$ cat config.mk
export PLATFORM = sky130hd
export DESIGN_NAME = mysystem_ram_bist_flat
export DESIGN_NICKNAME = d
export VERILOG_FILES = /design/src/rtl/mysystem_ram_bist_if.sv /design/src/rtl/mysystem_ram_bist.sv /design/src/flat_wrapper.sv
export SDC_FILE = /design/constraint.sdc
export NUM_CORES = 1
export LEC_CHECK = 0
export BUFFER_PORTS_ARGS = -buffer_cell sky130_fd_sc_hd__buf_2
export CAP_MARGIN = 20
export CORE_UTILIZATION = 40
export CTS_CLUSTER_SIZE = 14
export DETAILED_ROUTE_END_ITERATION = 10
export MAX_ROUTING_LAYER = met4
export PLACE_DENSITY_LB_ADDON = 0.08
export SYNTH_ARGS = -nofsm -noshare
export SYNTH_HDL_FRONTEND = slang
export SYNTH_SLANG_ARGS = --single-unit
$ cat constraint.sdc
create_clock -name clk -period 2.9 [get_ports clk]
set_clock_uncertainty 0.2 [all_clocks]
set_input_delay 0.435 -clock clk [delete_from_list [all_inputs] [get_ports clk]]
set_output_delay 0.435 -clock clk [all_outputs]
set_load 0.005 [all_outputs]
$ cat src/rtl/mysystem_ram_bist_if.sv
// Avalon-MM bus between the RAM BIST master and the on-chip RAM s1 port.
// Master drives address/control/write data; slave returns read data one cycle later.
// No waitrequest: the RAM accepts one access per cycle unconditionally.
interface mysystem_ram_bist_if #(
  parameter int ADDR_W = 12,
  parameter int DATA_W = 32
);
  logic [ADDR_W-1:0]   avm_address;
  logic [DATA_W/8-1:0] avm_byteenable;
  logic                avm_chipselect;
  logic                avm_write;
  logic [DATA_W-1:0]   avm_writedata;
  logic                avm_clken;
  logic [DATA_W-1:0]   avm_readdata;

  modport master (
    output avm_address, avm_byteenable, avm_chipselect, avm_write,
           avm_writedata, avm_clken,
    input  avm_readdata
  );

  modport slave (
    input  avm_address, avm_byteenable, avm_chipselect, avm_write,
           avm_writedata, avm_clken,
    output avm_readdata
  );
endinterface

$ cat src/rtl/mysystem_ram_bist.sv
// RAM self test: writes pat(a)=seed+a to every word, reads back, counts mismatches.
// Latency: start accepted at edge T -> done high in the cycle captured at edge T+2*DEPTH+2.
// Backpressure: none; the RAM takes one access per cycle, start is ignored while busy.
module mysystem_ram_bist #(
  parameter int ADDR_W = 12,
  parameter int DATA_W = 32,
  parameter int DEPTH  = 4096,
  parameter int ERR_W  = 16
) (
  input  logic              clk,
  input  logic              reset_n,
  input  logic              start,
  input  logic [DATA_W-1:0] seed,
  output logic              busy,
  output logic              done,
  output logic              pass,
  output logic [ERR_W-1:0]  err_count,
  output logic [ADDR_W-1:0] first_err_addr,
  mysystem_ram_bist_if.master avm
);

  typedef enum logic [2:0] {
    S_IDLE  = 3'd0,
    S_WRITE = 3'd1,
    S_READ  = 3'd2,
    S_DRAIN = 3'd3,
    S_DONE  = 3'd4
  } state_t;

  localparam logic [ADDR_W-1:0] LAST_ADDR = ADDR_W'(DEPTH - 1);

  state_t            state_q, state_d;
  logic [ADDR_W-1:0] addr_q, addr_d;
  logic [DATA_W-1:0] seed_q;
  logic [DATA_W-1:0] pat;
  logic [DATA_W-1:0] exp_q;
  logic [ADDR_W-1:0] cmp_addr_q;
  logic              cmp_vld_q;
  logic              first_seen_q;
  logic              accept;
  logic              mismatch;

  // Pattern word for the current address; the address is zero-extended.
  assign pat      = seed_q + DATA_W'(addr_q);
  assign accept   = (state_q == S_IDLE) && start;
  // Read data for the previous READ cycle is on avm_readdata now.
  assign mismatch = cmp_vld_q && (avm.avm_readdata != exp_q);

  // State and address registers.
  always_ff @(posedge clk or negedge reset_n) begin
    if (!reset_n) begin
      state_q <= S_IDLE;
      addr_q  <= '0;
    end else begin
      state_q <= state_d;
      addr_q  <= addr_d;
    end
  end

  // Next-state logic; the address only wraps by leaving WRITE or READ.
  always_comb begin
    state_d = state_q;
    addr_d  = addr_q;
    case (state_q)
      S_IDLE: begin
        addr_d = '0;
        if (start) state_d = S_WRITE;
      end
      S_WRITE: begin
        if (addr_q == LAST_ADDR) begin
          state_d = S_READ;
          addr_d  = '0;
        end else begin
          addr_d = addr_q + 1'b1;
        end
      end
      S_READ: begin
        if (addr_q == LAST_ADDR) begin
          state_d = S_DRAIN;
          addr_d  = '0;
        end else begin
          addr_d = addr_q + 1'b1;
        end
      end
      S_DRAIN: state_d = S_DONE;
      S_DONE:  state_d = S_IDLE;
      default: begin
        state_d = S_IDLE;
        addr_d  = '0;
      end
    endcase
  end

  // Outputs decoded from state; everything is zero outside an active access.
  always_comb begin
    busy               = 1'b0;
    done               = 1'b0;
    avm.avm_address    = '0;
    avm.avm_chipselect = 1'b0;
    avm.avm_write      = 1'b0;
    avm.avm_writedata  = '0;
    avm.avm_byteenable = '1;
    avm.avm_clken      = 1'b1;
    case (state_q)
      S_WRITE: begin
        busy               = 1'b1;
        avm.avm_address    = addr_q;
        avm.avm_chipselect = 1'b1;
        avm.avm_write      = 1'b1;
        avm.avm_writedata  = pat;
      end
      S_READ: begin
        busy               = 1'b1;
        avm.avm_address    = addr_q;
        avm.avm_chipselect = 1'b1;
      end
      S_DRAIN: busy = 1'b1;
      S_DONE:  done = 1'b1;
      default: ;
    endcase
  end

  // Compare pipeline: expected word and address follow each read by one cycle.
  always_ff @(posedge clk or negedge reset_n) begin
    if (!reset_n) begin
      cmp_vld_q  <= 1'b0;
      exp_q      <= '0;
      cmp_addr_q <= '0;
    end else begin
      cmp_vld_q  <= (state_q == S_READ);
      exp_q      <= pat;
      cmp_addr_q <= addr_q;
    end
  end

  // Result registers: cleared on accepted start, updated on each mismatch.
  always_ff @(posedge clk or negedge reset_n) begin
    if (!reset_n) begin
      seed_q         <= '0;
      err_count      <= '0;
      first_err_addr <= '0;
      first_seen_q   <= 1'b0;
      pass           <= 1'b0;
    end else if (accept) begin
      seed_q         <= seed;
      err_count      <= '0;
      first_err_addr <= '0;
      first_seen_q   <= 1'b0;
      pass           <= 1'b0;
    end else begin
      if (mismatch) begin
        if (err_count != '1) err_count <= err_count + 1'b1;
        if (!first_seen_q) begin
          first_err_addr <= cmp_addr_q;
          first_seen_q   <= 1'b1;
        end
      end
      // DRAIN carries the final compare, so fold it in when settling pass.
      if (state_q == S_DRAIN) pass <= (err_count == '0) && !mismatch;
    end
  end

endmodule

$ cat src/flat_wrapper.sv
// flat-port wrapper written by rule: the top's interface ports become plain ports
module mysystem_ram_bist_flat 
#(
  parameter int ADDR_W = 12,
  parameter int DATA_W = 32,
  parameter int DEPTH  = 4096,
  parameter int ERR_W  = 16
)
  (clk, reset_n, start, seed, busy, done, pass, err_count, first_err_addr, avm_avm_address, avm_avm_byteenable, avm_avm_chipselect, avm_avm_write, avm_avm_writedata, avm_avm_clken, avm_avm_readdata);
  mysystem_ram_bist_if #(.ADDR_W(ADDR_W), .DATA_W(DATA_W)) avm_i ();
  input  logic clk;
  input  logic reset_n;
  input  logic start;
  input  logic [DATA_W-1:0] seed;
  output logic busy;
  output logic done;
  output logic pass;
  output logic [ERR_W-1:0] err_count;
  output logic [ADDR_W-1:0] first_err_addr;
  output wire logic [$bits(avm_i.avm_address)-1:0] avm_avm_address;
  output wire logic [$bits(avm_i.avm_byteenable)-1:0] avm_avm_byteenable;
  output wire logic [$bits(avm_i.avm_chipselect)-1:0] avm_avm_chipselect;
  output wire logic [$bits(avm_i.avm_write)-1:0] avm_avm_write;
  output wire logic [$bits(avm_i.avm_writedata)-1:0] avm_avm_writedata;
  output wire logic [$bits(avm_i.avm_clken)-1:0] avm_avm_clken;
  input wire logic [$bits(avm_i.avm_readdata)-1:0] avm_avm_readdata;
  assign avm_avm_address = avm_i.avm_address;
  assign avm_avm_byteenable = avm_i.avm_byteenable;
  assign avm_avm_chipselect = avm_i.avm_chipselect;
  assign avm_avm_write = avm_i.avm_write;
  assign avm_avm_writedata = avm_i.avm_writedata;
  assign avm_avm_clken = avm_i.avm_clken;
  assign avm_i.avm_readdata = avm_avm_readdata;
  mysystem_ram_bist #(.ADDR_W(ADDR_W), .DATA_W(DATA_W), .DEPTH(DEPTH), .ERR_W(ERR_W)) u_core (.clk(clk), .reset_n(reset_n), .start(start), .seed(seed), .busy(busy), .done(done), .pass(pass), .err_count(err_count), .first_err_addr(first_err_addr), .avm(avm_i));
endmodule
* Yosys cells after proc, flatten, opt, wreduce, memory -nomap -nowiden
Cells that the tools add are included.
** Word-level totals
- Input port bits :: 67
- Output and inout port bits :: 82
- Register bits after elaboration :: 122
- Word-level logic and storage cells :: 61
** Cells by class
- Multiplexer cells :: 22
- Add/subtract/negate cells :: 3
- Equality and inequality tests :: 11
- Reduce and logical (&&, ||, !) cells :: 15
** Operator list (count)
- 12-bit two-way mux :: 5
- 16-bit two-way mux :: 3
- 32-bit by 12-bit adder with 32-bit output :: 1
- 32-bit two-way mux :: 1
- 32-bit != test :: 1
- 12-bit one-hot mux with 2 select lines :: 1
- 16-bit by 1-bit adder with 16-bit output, second input constant :: 1
- 16-bit logical NOT :: 1
- 16-bit != test, second input constant :: 1
- 12-bit by 1-bit adder with 12-bit output, second input constant :: 1
- 12-bit equality test, second input constant :: 1
- 3-bit one-hot mux with 4 select lines :: 1
- 3-bit two-way mux :: 3
- 1-bit two-way mux :: 8
- 3-bit by 2-bit equality test with 1-bit output, second input constant :: 2
- 2-bit nonzero test :: 3
- 2-bit by 1-bit != test with 1-bit output, second input constant :: 2
- 2-bit != test, second input constant :: 2
- 2-bit AND reduction :: 2
- 2-bit OR reduction :: 2
- 3-bit by 1-bit equality test with 1-bit output, second input constant :: 1
- 3-bit equality test, second input constant :: 1
- 1-bit logical AND :: 3
- 3-bit logical NOT :: 1
- 3 further kinds :: 3

* Logic depth before layout (Yosys ltp)
Gate-level depths: netlist of run 1.
- Depth after elaboration :: 6
- Depth in mapped cells :: 8
- Depth with buffers taken out :: 8

* Worst setup path after synthesis of run 1
No wires, ideal clock.
- Path type :: register -> output
- Start point :: register u_core.addr_q[0]
- End point :: output avm_avm_writedata[10]
- Path slack :: 44 ps
- Buffers on the path :: 0
- Data required time :: 2265 ps
- Arrival :: 2221 ps
- Stages on the path, launching flop included :: 9
- Cells stage by stage :: dfrtp_1 > ha_1 > fa_1 > a21o_1 > a211oi_1 > o21bai_1 > a31o_2 > xor2_1 > and2_1
** Between the ends
- Word-level cells in the longest chain between the ends :: 2
** RTL lines
- start, declared :: RTL line mysystem_ram_bist.sv:33 : logic [ADDR_W-1:0] addr_q, addr_d;
- start signal, assigned :: RTL line mysystem_ram_bist.sv:56 : addr_q <= addr_d;
- 32-bit by 12-bit adder with 32-bit output :: RTL line mysystem_ram_bist.sv:44 : assign pat = seed_q + DATA_W'(addr_q);
- via u_core.pat[10] :: RTL line mysystem_ram_bist.sv:35 : logic [DATA_W-1:0] pat;
- 32-bit two-way mux :: RTL line mysystem_ram_bist.sv:104 : case (state_q)
- end, declared :: RTL line flat_wrapper.sv:24 : output wire logic [$bits(avm_i.avm_writedata)-1:0] avm_avm_writedata;
The timed path passes the listed nets, and every way through them passes these cells.

* Worst setup path after layout of run 1
- Start point :: register u_core.seed_q[0]
- End point :: output avm_avm_writedata[24]
** Between the ends
- Word-level cells in the longest chain between the ends :: 2
** RTL lines
- start, declared :: RTL line mysystem_ram_bist.sv:34 : logic [DATA_W-1:0] seed_q;
- start signal, assigned :: RTL line mysystem_ram_bist.sv:139 : seed_q <= '0;
- start signal, assigned :: RTL line mysystem_ram_bist.sv:145 : seed_q <= seed;
- 32-bit by 12-bit adder with 32-bit output :: RTL line mysystem_ram_bist.sv:44
- via u_core.pat[24] :: RTL line mysystem_ram_bist.sv:35
- 32-bit two-way mux :: RTL line mysystem_ram_bist.sv:104
The timed path passes the listed nets, and every way through them passes these cells.

==> summary.txt, run 1 <==
Worst setup path
  • Req. time, crit path: approximately 2.3 ns
  • R2r setup slk: -0.43 ns
  • Worst R2R Start: u_core.addr_q[2]
  • R2R Path End: u_core.exp_q[25]
  • CP Class: reg2out
  • Crit path launch type: register
  • CP Max Fanout: 8
  • Worst r2r path cells: 18
  • Nature of the critical path endpoint: output port
  • Crit path DAT: roughly 2.8 ns

Routing
  • Routed Antenna Nets: 0
  • Met2 routed WL: roughly 8300 um
  • Initial DRC Count: about 340
  • Via count: 5534
  • WL final: between 15000 and 20000 um
  • Top Layer Used: met4
  • Vias/cell: around 5
  • # DRC: 0
  • Drt first pass iters: 5
  • Met3 wire length: about 800 um
  • M1 WL: around 8300 um
  • Routed len/inst: approximately 16 um

Die
  • Die Y: 128 um
  • Die width: roughly 130 um
  • Core Region: 15300 um^2
  • Die Area: 16300 um^2
  • Row count: 45
  • Initial core utilization: 41.3%
  • Number of I/O pins: roughly 150

STA
  • Final hold slack: between 0.01 and 0.015 ns
  • Final number of hold-violating endpoints: 0
  • Final worst slack: -0.554 ns
  • Max-slew violations: 0
  • Worst-margin pin slew: between 0.7 and 0.8 ns
  • Final setup fails: 28
  • Tcrit/Tclk final: 119%
  • Fin crit period: ~3.5 ns
  • RSZ-0062 raised after global routing: true
  • Fmax: 290 MHz
  • Max-slew headroom: 49.0%

Finish
  • Layout area overhead: 37.3%
  • Reg area: about 3000 um^2
  • Nets: between 900 and 1k
  • Most common cell after layout, fill and taps aside: buf_2
  • Multi-input combinational cell area: 3320 um^2
  • Ant diodes: 0
  • # fillers: between 1k and 1.5k
  • Layout cells sized above 1: between 30% and 40%
  • Layout Utilization: a little under three fifths
  • Commonest non-fill, non-tap cells in the layout: 141 x buf_2, 129 x nand2_1, 122 x dfrtp_1
  • Post-route cell area: a little under 9000 um^2

Pwr
  • Leak Pwr: around 4.5 nW
  • Max rail drop VDD: ~0.44 mV
  • Power Dens Cells: approximately 860 nW/um^2

Synthesis
  • Post-Synth XOR/XNOR Area: 9.15%
  • Top cell type's share of synthesized area: roughly 48%
  • Synth async-reset ratio: 100%
  • Most used DFF post-synth: dfrtp_1
  • Register area share after synthesis: 48.3%
  • Post-synthesis compound-gate area fraction: under 10%
  • Synth Area in Simple Gates: 23.7%
  • Yosys cell types: 56
  • Synthesized flop and latch total: between 100 and 150
  • Synth area leaders: dfrtp_1 48%, nand2_1 7.7%, xor2_1 6.1%, and2_1 4.3%, xnor2_1 3.0%
  • Cell Area, Synth: 6320 um^2
  • Synth Instances: between 600 and 700
  • Post-synth EDFFs: 0
  • Mux cell area share after synthesis: under 10%
  • Main combinational cell family by area after synthesis: simple AND/OR/NAND/NOR gates
  • Post-synthesis adder-cell area fraction: approximately 3.4%
  • Yosys top cell by area: dfrtp_1
  • Number of synthesis warnings: 0
  • Synth Area per Inst: 9.65 um^2

CTS
  • # clock sinks: 122
  • Worst-skew pair later-pin latency: ~0.42 ns
  • CTS max path bufs: 2
  • Root buffer cell: clkbuf_16
  • H-tree depth: 4
  • CTS clk-pin slew, worst paths: about 0.060 ns
  • CTS tree: yes
  • Num CTS Buffers: 17

Min path
  • Hold Path Depth: 3
  • Hold path endpoint: u_core.seed_q[20]
  • HP Class: in2reg
  • Hold Crit Start: seed[20]

Global routing
  • Largest net degree at the start of global routing: 81
  • Initial antenna violation count: 0
  • Vias in the first global route: between 5k and 6k
  • Grt ovf: 0
  • GRT Total Usage: about a quarter
  • Global-route wire length before repair: ~28000 um

Outcome
  • Failing checks: setup timing
  • Status: complete, but fails checks

Place
  • RD Place Congestion: ~0.9
  • Number of port buffers: 143
  • DPL Wire Length: about 13000 um
  • Cell Area, Placed: between 7000 and 8000 um^2

Job
  • MaxCap Viol Count: 0
[worst max-delay path: stages (launching register included)]
cell       delay, ns
dfrtp_1         0.39
ha_2            0.21
fa_2            0.37
a21o_4          0.24
a2111oi_4       0.29
buf_4           0.19
o211ai_4        0.15
nand4_1         0.18
xnor2_1         0.14
and2_1          0.14
buf_2           0.10
[synthesized netlist by cell type (all sizes together), types with 2 or more instances]
cell     instances
or3             12
ha              15
nand2          130
or4              5
and3            12
o2111ai          2
nand2b           4
xor2            44
o21ai           22
o211ai           3
a41oi            3
o31ai            4
mux2i           18
and4             9
xnor2           22
buf              9
a21boi           2
clkbuf          20
a211oi           3
nand4           14
nor4            13
a311oi           2
and2            43
nor3             5
nand3           19
a21oi           23
inv              9
nor2            31
a31oi            4
a21o             9
a31o             4
dfrtp          122
[power by group]
part | internal (mW) | leakage (nW) | total, mW | switching [mW]
registers | 2.21 | 1.59 | 2.69 | 0.475
clock network | 1.31 | 0.285 | 2.14 | 0.835
logic | 1.22 | 2.66 | 2.64 | 1.42
[cells by family (layout without fill, tap and decap cells)]
kind of cell,count (synthesis),after routing
fa+ha+maj,17,17
flops,122,122
compound gates,92,92
other cells,1,5
mux,18,18
buf+inv,38,265
xor+xnor,66,66
simple gates,301,301
[final cells by class]
cell class                      instances  area share (%)
Clock inverter                         14            1.86
Sequential cell                       122            35.2
Multi-Input combinational cell        499            38.2
Tap cell                              211            3.04
Inverter                                9           0.389
Clock buffer                           18            5.06
Timing Repair Buffer                  224            16.3
[through the flow]
stage               TNS [ns]  instances  setup WS (ns)  power [mW]
CTS                   -12.01       1094         -0.563        7.44
global route          -16.85       1097         -0.688        7.95
floorplan                  0        659         0.0438        4.03
detailed placement     -2.95       1033         -0.293        5.05
finish                -12.16       1097         -0.554        7.47
global placement       -2.32       1033         -0.271        5.00
[repair_timing]
action,CTS,global route
hold buffers,11,0
endpoints found under the hold margin,132,0
endpoints found under the setup margin,28,30
pin swaps,21,10
buffers inserted,18,3
gates resized for setup,29,11
[worst max-delay path by stage]
stage                startpoint               endpoint  cells after the start
2_1_floorplan  u_core.addr_q[0]  avm_avm_writedata[10]                      8
6_report       u_core.seed_q[0]  avm_avm_writedata[24]                     10
3_5_place_dp   u_core.seed_q[0]  avm_avm_writedata[24]                     10
3_3_place_gp   u_core.seed_q[0]  avm_avm_writedata[18]                     10
5_1_grt        u_core.seed_q[2]  avm_avm_writedata[25]                     11
4_1_cts        u_core.seed_q[0]  avm_avm_writedata[24]                     10
[sequential cells by signal, indices dropped and copies added (netlist names)]
register               cells
u_core.pass                1
u_core.state_q             3
u_core.err_count          16
u_core.cmp_vld_q           1
u_core.exp_q              32
u_core.first_seen_q        1
u_core.seed_q             32
u_core.first_err_addr     12
u_core.cmp_addr_q         12
u_core.addr_q             12
[per-layer routing]
metal	vias to the layer above	track usage, %
met5	-	-
met3	25	4.05
met1	2647	30.8
li1	2701	-
met4	0	8.58
met2	161	36.0
No activity file was read; power rests on OpenSTA's default activity.
==> run 2: changes to the inputs <==
Settings changed: CTS_BUF_LIST set to sky130_fd_sc_hd__clkbuf_2, PLACE_DENSITY_LB_ADDON 0.08 to not set, REMOVE_ABC_BUFFERS set to 1.
==> run 2 against run 1 <==
  * Core utilization up 2.2 points
  * Via count up 5.5%
  * Power shrank 7.5%
  * Sequential power about the same
  * Fmax shrank 7.3%
  * Largest cell class unchanged
  * The run still ends with setup timing left
  * Setup slack worse by 0.27 ns
  * Sequential share of layout area shrank 1.2 points
  * Critical path depth is the same
==> summary.txt, run 2 (synthesis results as in run 1) <==
Outcome
  • Status: complete, but fails checks
  • Failing checks: setup timing

STA
  • RSZ-0062 raised after global routing: true
  • Final worst slack: -0.824 ns (-0.270 ns)
  • Max-slew headroom: 59.0% (+10 points)
  • Max-slew violations: 0 (unchanged)
  • Fin crit period: 3.72 ns (+0.270 ns)
  • Worst-margin pin slew: 0.614 ns (-0.147 ns)
  • Final number of hold-violating endpoints: 0 (unchanged)
  • Final TNS setup: -19.98 ns (-7.82 ns)
  • Fmax: 269 MHz (-7.3%)
  • Final setup fails: 30 (+7.1%)
  • Tcrit/Tclk final: 128% (+9.3 points)

Pwr
  • Register share of total power: 38.7% (+2.7 points)
  • Sw Ratio: 39.0% (+2.5 points)
  • Clock power share: 17.4% (-11 points)
  • Int Power: 4.22 mW (-11%)
  • Max rail drop VDD: 0.342 mV (-22%)
  • Power Dens Cells: 767 nW/um^2 (-11%)
  • Leak Pwr: 4.69 nW (+3.3%)
  • Net Switching: 2.69 mW (-1.3%)
  • Pwr Total: 6.91 mW (-7.5%)
  • Comb pwr share: 43.9% (+8.5 points)

Die
  • Number of I/O pins: 149 (unchanged)
  • Die width: 128 um (unchanged)
  • Die Area: 16300 um^2 (unchanged)
  • Core Region: 15300 um^2 (unchanged)
  • Initial core utilization: 41.3% (unchanged)
  • Die Y: 128 um (unchanged)
  • Row count: 45 (unchanged)

Worst setup path
  • Buffers plus inverters on the worst setup path: 2 (unchanged)
  • CP Class: reg2out
  • R2R Path End: u_core.exp_q[27]
  • Crit path launch type: register
  • Worst path cell trace: ha_2 > fa_2 > a21o_1 > a2111oi_4 > buf_4 > o211ai_4 > nand3_1 > xnor2_1 > and2_1 > buf_2
  • Crit path DAT: 3.09 ns (+0.27 ns)
  • Req. time, crit path: 2.27 ns (about the same)
  • Top Family by Delay on Critical Path: compound AO/OA/AOI/OAI gates
  • Critical Path Max Stage Delay: 0.43 ns (+0.04 ns)
  • Worst r2r path cells: 13 (-5)
  • R2r setup slk: 0.17 ns (+0.60 ns)
  • Nature of the critical path endpoint: output port
  • Worst R2R Start: u_core.addr_q[10]
  • CP Max Fanout: 8 (unchanged)
  • Critical-path top delay cell: dfrtp_1

CTS
  • CTS clk-pin slew, worst paths: 0.18 ns (+0.12 ns)
  • Num CTS Buffers: 17 (unchanged)
  • CTS tree: yes
  • H-tree depth: 4 (unchanged)
  • Root buffer cell: clkbuf_2
  • Worst-skew pair later-pin latency: 0.71 ns (+0.29 ns)
  • CTS max path bufs: 2 (unchanged)
  • # clock sinks: 122 (unchanged)

Global routing
  • GRT Total Usage: 24.6% (+1.3 points)
  • Largest net degree at the start of global routing: 73 (-9.9%)
  • Initial antenna violation count: 1 (+1)
  • Global-route wire length before repair: 30000 um (+7.4%)
  • Vias in the first global route: 5923 (+9.6%)
  • Grt ovf: 0 (unchanged)

Min path
  • HP Class: in2async

Place
  • Number of port buffers: 143 (unchanged)
  • Cell Area, Placed: 7620 um^2 (+0.59%)
  • DPL Wire Length: 12800 um (+0.68%)
  • RD Place Congestion: 0.894 (-0.77%)

Routing
  • # DRC: 0 (unchanged)
  • Routed len/inst: 16.3 um (+1.4%)
  • Vias/cell: 5.08 (+0.61%)
  • WL final: 18800 um (+6.3%)
  • Drt first pass iters: 5 (unchanged)
  • Via count: 5837 (+5.5%)
  • Routed Antenna Nets: 0 (unchanged)
  • Initial DRC Count: 325 (-4.1%)

Job
  • MaxCap Viol Count: 0 (unchanged)

Finish
  • Most common cell after layout, fill and taps aside: buf_2
  • Nets: 1008 (+5.4%)
  • Commonest non-fill, non-tap cells in the layout: 141 x buf_2, 128 x nand2_1, 119 x dfrtp_1
  • Biggest regs: u_core.exp_q x32, u_core.seed_q x32, u_core.err_count x16
  • Layout cells sized above 1: 35.5% (+3.6 points)
  • Layout Utilization: 58.8% (+2.2 points)
  • Post-route cell area: 9010 um^2 (+3.8%)
  • Layout area overhead: 42.6%
==> run 2: area by class of cell <==
| cell class | count | area, um^2 |
|---|---|---|
| antenna | 1 | 2.50 |
| timing repair buffer | 275 | 1880 |
| tap | 211 | 264 |
| multi-input combinational | 499 | 3500 |
| sequential | 122 | 3060 |
| timing repair inverter | 1 | 7.51 |
| fill | 1356 | 6300 |
| clock inverter | 15 | 181 |
| clock buffer | 17 | 85.1 |
| inverter | 9 | 37.5 |
==> run 2: power by group through the flow <==
stage | Sequential, mW | Combinational, mW | Clock, mW
finish | 2.68 | 3.04 | 1.20
global route | 2.74 | 3.33 | 1.32
CTS | 2.68 | 2.80 | 1.24
global placement | 2.68 | 2.38 | 0
detailed placement | 2.69 | 2.42 | 0
floorplan | 2.57 | 1.39 | 0
==> run 2: repair_timing <==
item / 4_1_cts / 5_1_grt
hold buffers: 35 / 0
cloned: 1 / 0
setup buffers: 32 / 18
gates resized for setup: 56 / 22
endpoints found under the setup margin: 43 / 46
endpoints found under the hold margin: 155 / 0
pin swaps: 41 / 14
==> run 2: through the flow <==
stage / instances / hold WS, ns / setup WS [ns]
6_report: 1150 / 0.0817 / -0.824
5_1_grt: 1150 / 0.0147 / -0.995
4_1_cts: 1138 / 0.0346 / -0.924
3_5_place_dp: 1039 / 0.204 / -0.285
3_3_place_gp: 1039 / 0.201 / -0.230
2_1_floorplan: 630 / -0.0606 / -0.104
==> run 2: worst min-delay path, delay by kind of cell <==
family	cells	cell delay, ns
buffers and inverters	3	0.94
==> run 2: worst max path at each step <==
stage / start / slack, ns / depth (start not counted) / end
finish: u_core.seed_q[0] / -0.82 / 10 / avm_avm_writedata[28]
global route: u_core.seed_q[0] / -1.0 / 10 / avm_avm_writedata[28]
CTS: u_core.seed_q[0] / -0.92 / 10 / avm_avm_writedata[24]
detailed placement: u_core.seed_q[0] / -0.29 / 10 / avm_avm_writedata[24]
global placement: u_core.seed_q[0] / -0.23 / 10 / avm_avm_writedata[24]
floorplan: u_core.state_q[0] / -0.10 / 6 / u_core.err_count[15]
==> run 2: metal layers <==
layer / track usage, % / vias to the layer above / routed length (um)
li1: - / 2798 / -
met1: 30.1 / 2840 / 8300
met2: 41.2 / 171 / 9450
met3: 4.34 / 28 / 684
met4: 8.44 / 0 / 367
met5: - / - / 0
==> run 3: changes to the inputs <==
Settings changed: ABC_AREA set to 1, CORE_UTILIZATION 40 to 35, CTS_BUF_LIST sky130_fd_sc_hd__clkbuf_2 to sky130_fd_sc_hd__clkbuf_4.
==> run 3 against run 2 <==
  * Sequential share of layout area decreased by 1.9 points
  * Power increased by 11%
  * Critical path type unchanged
  * Via count increased by 14%
  * Setup slack improved by 0.44 ns
  * Worst hold slack improved by 0.20 ns
  * Die area increased by 24%
  * The run still ends with setup timing left
==> summary.txt, run 3 <==
Global routing
  • GRT Total Usage: 20.8% (-3.8 points)
  • Largest net degree at the start of global routing: 123 (+68%)
  • Grt met1 use: 27.7% (-2.5 points)
  • Grt ovf: 0 (unchanged)
  • Met2 Use GR: 32.6% (-8.6 points)
  • Global-route wire length before repair: 31500 um (+5.0%)
  • M3 GR Usage: 3.51% (-0.83 points)
  • Initial antenna violation count: 1 (unchanged)
  • Vias in the first global route: 6253 (+5.6%)
  • Most Crowded Layer GR: met2

Routing
  • # DRC: 0 (unchanged)
  • Routed Antenna Nets: 0 (unchanged)
  • Routed len/inst: 14.1 um (-14%)
  • Initial DRC Count: 384 (+18%)
  • Drt first pass iters: 4 (-1)
  • Via count: 6660 (+14%)
  • Vias/cell: 4.71 (-7.3%)
  • WL final: 19900 um (+6.0%)

Finish
  • Layout Utilization: 50.5% (-8.3 points)
  • Nets: 1224 (+21%)
  • Biggest regs: u_core.exp_q x32, u_core.seed_q x32, u_core.err_count x16
  • Layout area overhead: 39.7%
  • Commonest non-fill, non-tap cells in the layout: 247 x nand2_1, 140 x buf_2, 115 x dfrtp_1
  • Most common cell after layout, fill and taps aside: nand2_1
  • Layout cells sized above 1: 31.2% (-4.3 points)

CTS
  • H-tree depth: 4 (unchanged)
  • # clock sinks: 122 (unchanged)
  • CTS tree: yes
  • Root buffer cell: clkbuf_4
  • CTS max path bufs: 2 (unchanged)
  • CTS clk-pin slew, worst paths: 0.12 ns (-0.06 ns)
  • Num CTS Buffers: 17 (unchanged)
  • Worst-skew pair later-pin latency: 0.56 ns (-0.15 ns)

Synthesis
  • Top cell type's share of synthesized area: 44.5% (-3.8 points)
  • Register area share after synthesis: 44.5% (-3.8 points)
  • Synth Instances: 918 (+40%)
  • Post-synth EDFFs: 0 (unchanged)
  • Cell Area, Synth: 6850 um^2 (+8.4%)
  • Number of synthesis warnings: 0 (unchanged)
  • Count leader, synth: nand2_1
  • Synth async-reset ratio: 100% (unchanged)
  • Most used DFF post-synth: dfrtp_1
  • Synth Area per Inst: 7.46 um^2 (-23%)
  • Synthesized flop and latch total: 122 (unchanged)
  • Most common library cells after synthesis: 295 x nand2_1, 122 x dfrtp_1, 111 x inv_1, 94 x nor2_1, 68 x nand3_1
  • Yosys cell types: 45 (-20%)
  • Synth area leaders: dfrtp_1 45%, nand2_1 16%, inv_1 6.1%, nor2_1 5.1%, nand3_1 5.0%
  • Yosys top cell by area: dfrtp_1

Min path
  • Hold Crit Start: u_core.cmp_addr_q[4]
  • Hold Path Depth: 2
  • Hold path endpoint: u_core.first_err_addr[4]
  • HP Class: reg2reg

Worst setup path
  • Worst r2r path cells: 11 (-2)
  • Crit path DAT: 2.64 ns (-0.45 ns)
  • R2r setup slk: 0.64 ns (+0.47 ns)
  • CP Depth: 12 (+2)
  • CP Class: reg2out
  • Worst path cell trace: ha_2 > fa_2 > nand2_2 > nand2_2 > o21ai_4 > buf_4 > o21bai_4 > nand2_2 > nand2_4 > xor2_4 > and2_1 > buf_2
  • Critical-path top delay cell: dfrtp_1
  • CP Max Fanout: 3 (-5)
  • Worst R2R Start: u_core.err_count[0]
  • R2R Path End: u_core.err_count[8]
  • Top Family by Delay on Critical Path: adder cells
  • Req. time, crit path: 2.27 ns (about the same)
  • Crit path from: u_core.seed_q[0]
  • Buffers plus inverters on the worst setup path: 2 (unchanged)
  • Crit path launch type: register
  • Most used cell, CP: nand2_2
  • Critical Path Max Stage Delay: 0.40 ns (-0.03 ns)
  • Nature of the critical path endpoint: output port

STA
  • RSZ-0062 raised after global routing: true
  • Final setup fails: 28 (-6.7%)
  • Final number of hold-violating endpoints: 0 (unchanged)
  • Max-slew violations: 0 (unchanged)
  • Max-slew headroom: 55.4% (-3.7 points)
  • Fmax: 305 MHz (+14%)
  • Worst-margin pin slew: 0.669 ns (+0.0549 ns)
  • Final worst slack: -0.380 ns (+0.444 ns)
  • Fin crit period: 3.28 ns (-0.444 ns)
  • Tcrit/Tclk final: 113% (-15 points)

Die
  • Die Area: 20100 um^2 (+24%)
  • Row count: 50 (+11%)
  • Die width: 142 um (+11%)
  • Core Region: 19000 um^2 (+24%)
  • Die Y: 142 um (+11%)
  • Number of I/O pins: 149 (unchanged)
  • Initial core utilization: 36.2% (-5.1 points)

Job
  • MaxCap Viol Count: 0 (unchanged)

Place
  • DPL Wire Length: 13600 um (+6.7%)
  • Number of port buffers: 143 (unchanged)
  • Post-Place Worst Slack: -0.0247 ns (+0.261 ns)
  • RD Place Congestion: 0.864 (-3.3%)

Outcome
  • Status: complete, but fails checks
  • Failing checks: setup timing

Pwr
  • Leak Pwr: 5.01 nW (+6.9%)
  • Max rail drop VDD: 0.432 mV (+26%)
  • Power Dens Cells: 801 nW/um^2 (+4.4%)
run 3: what timing repair did:
item	4_1_cts	5_1_grt
setup buffers	12	12
endpoints found under the hold margin	156	0
pin swaps	24	31
setup endpoints to repair	28	42
hold buffers	34	0
cloned	0	0
resized for setup	115	54
run 3: worst max path at each step:
stage / end
5_1_grt: avm_avm_writedata[10]
6_report: avm_avm_writedata[10]
4_1_cts: avm_avm_writedata[12]
2_1_floorplan: u_core.err_count[5]
3_5_place_dp: avm_avm_writedata[12]
3_3_place_gp: avm_avm_writedata[12]
run 3: area by class of cell:
| class | count | area, um^2 |
|---|---|---|
| Tap cell | 260 | 325 |
| Inverter | 113 | 428 |
| Clock inverter | 12 | 126 |
| Clock buffer | 20 | 150 |
| Multi-Input combinational cell | 662 | 4020 |
| Antenna cell | 1 | 2.50 |
| Timing Repair Buffer | 225 | 1460 |
| Sequential cell | 122 | 3060 |
| Fill cell | 1838 | 9380 |
run 3: per-layer routing:
layer,vias up,share of wire [%]
met3,27,3.8
met5,-,0
met2,160,47
li1,3327,-
met1,3146,47
met4,0,1.4
run 3: cell families after synthesis:
kind of cell,after synthesis,synth area share (%)
AND/OR/NAND/NOR,523,32.9
other,1,0.0547
XOR/XNOR,42,5.37
flip-flops,122,44.5
adder cells (fa/ha/maj),16,3.03
AO/OA/AOI/OAI,76,5.99
buffers and inverters,138,8.11
run 3: through the flow:
stage / instance area (um^2) / instances / setup TNS [ns] / hold slack (ns) / total power, mW
6_report: 9570 / 1415 / -5.45 / 0.277 / 7.67
5_1_grt: 9570 / 1415 / -10.12 / 0.326 / 8.28
4_1_cts: 9210 / 1402 / -5.64 / 0.284 / 7.38
3_5_place_dp: 7970 / 1324 / -0.0401 / 0.258 / 5.67
3_3_place_gp: 7970 / 1324 / -0.0117 / 0.257 / 5.63
2_1_floorplan: 6740 / 897 / -2.03 / -0.0606 / 4.51
run 3: worst min-delay path, cell delays in order, from the launching register on:
cell     delay [ns]
dfrtp_1        0.34
nand3_1        0.07
nand2_1        0.05
run 3: where the power goes:
group	internal, mW	switching (mW)	total, mW
registers	2.27	0.532	2.80
logic	1.53	2.12	3.64
clock network	0.533	0.687	1.22
total	4.33	3.33	7.67
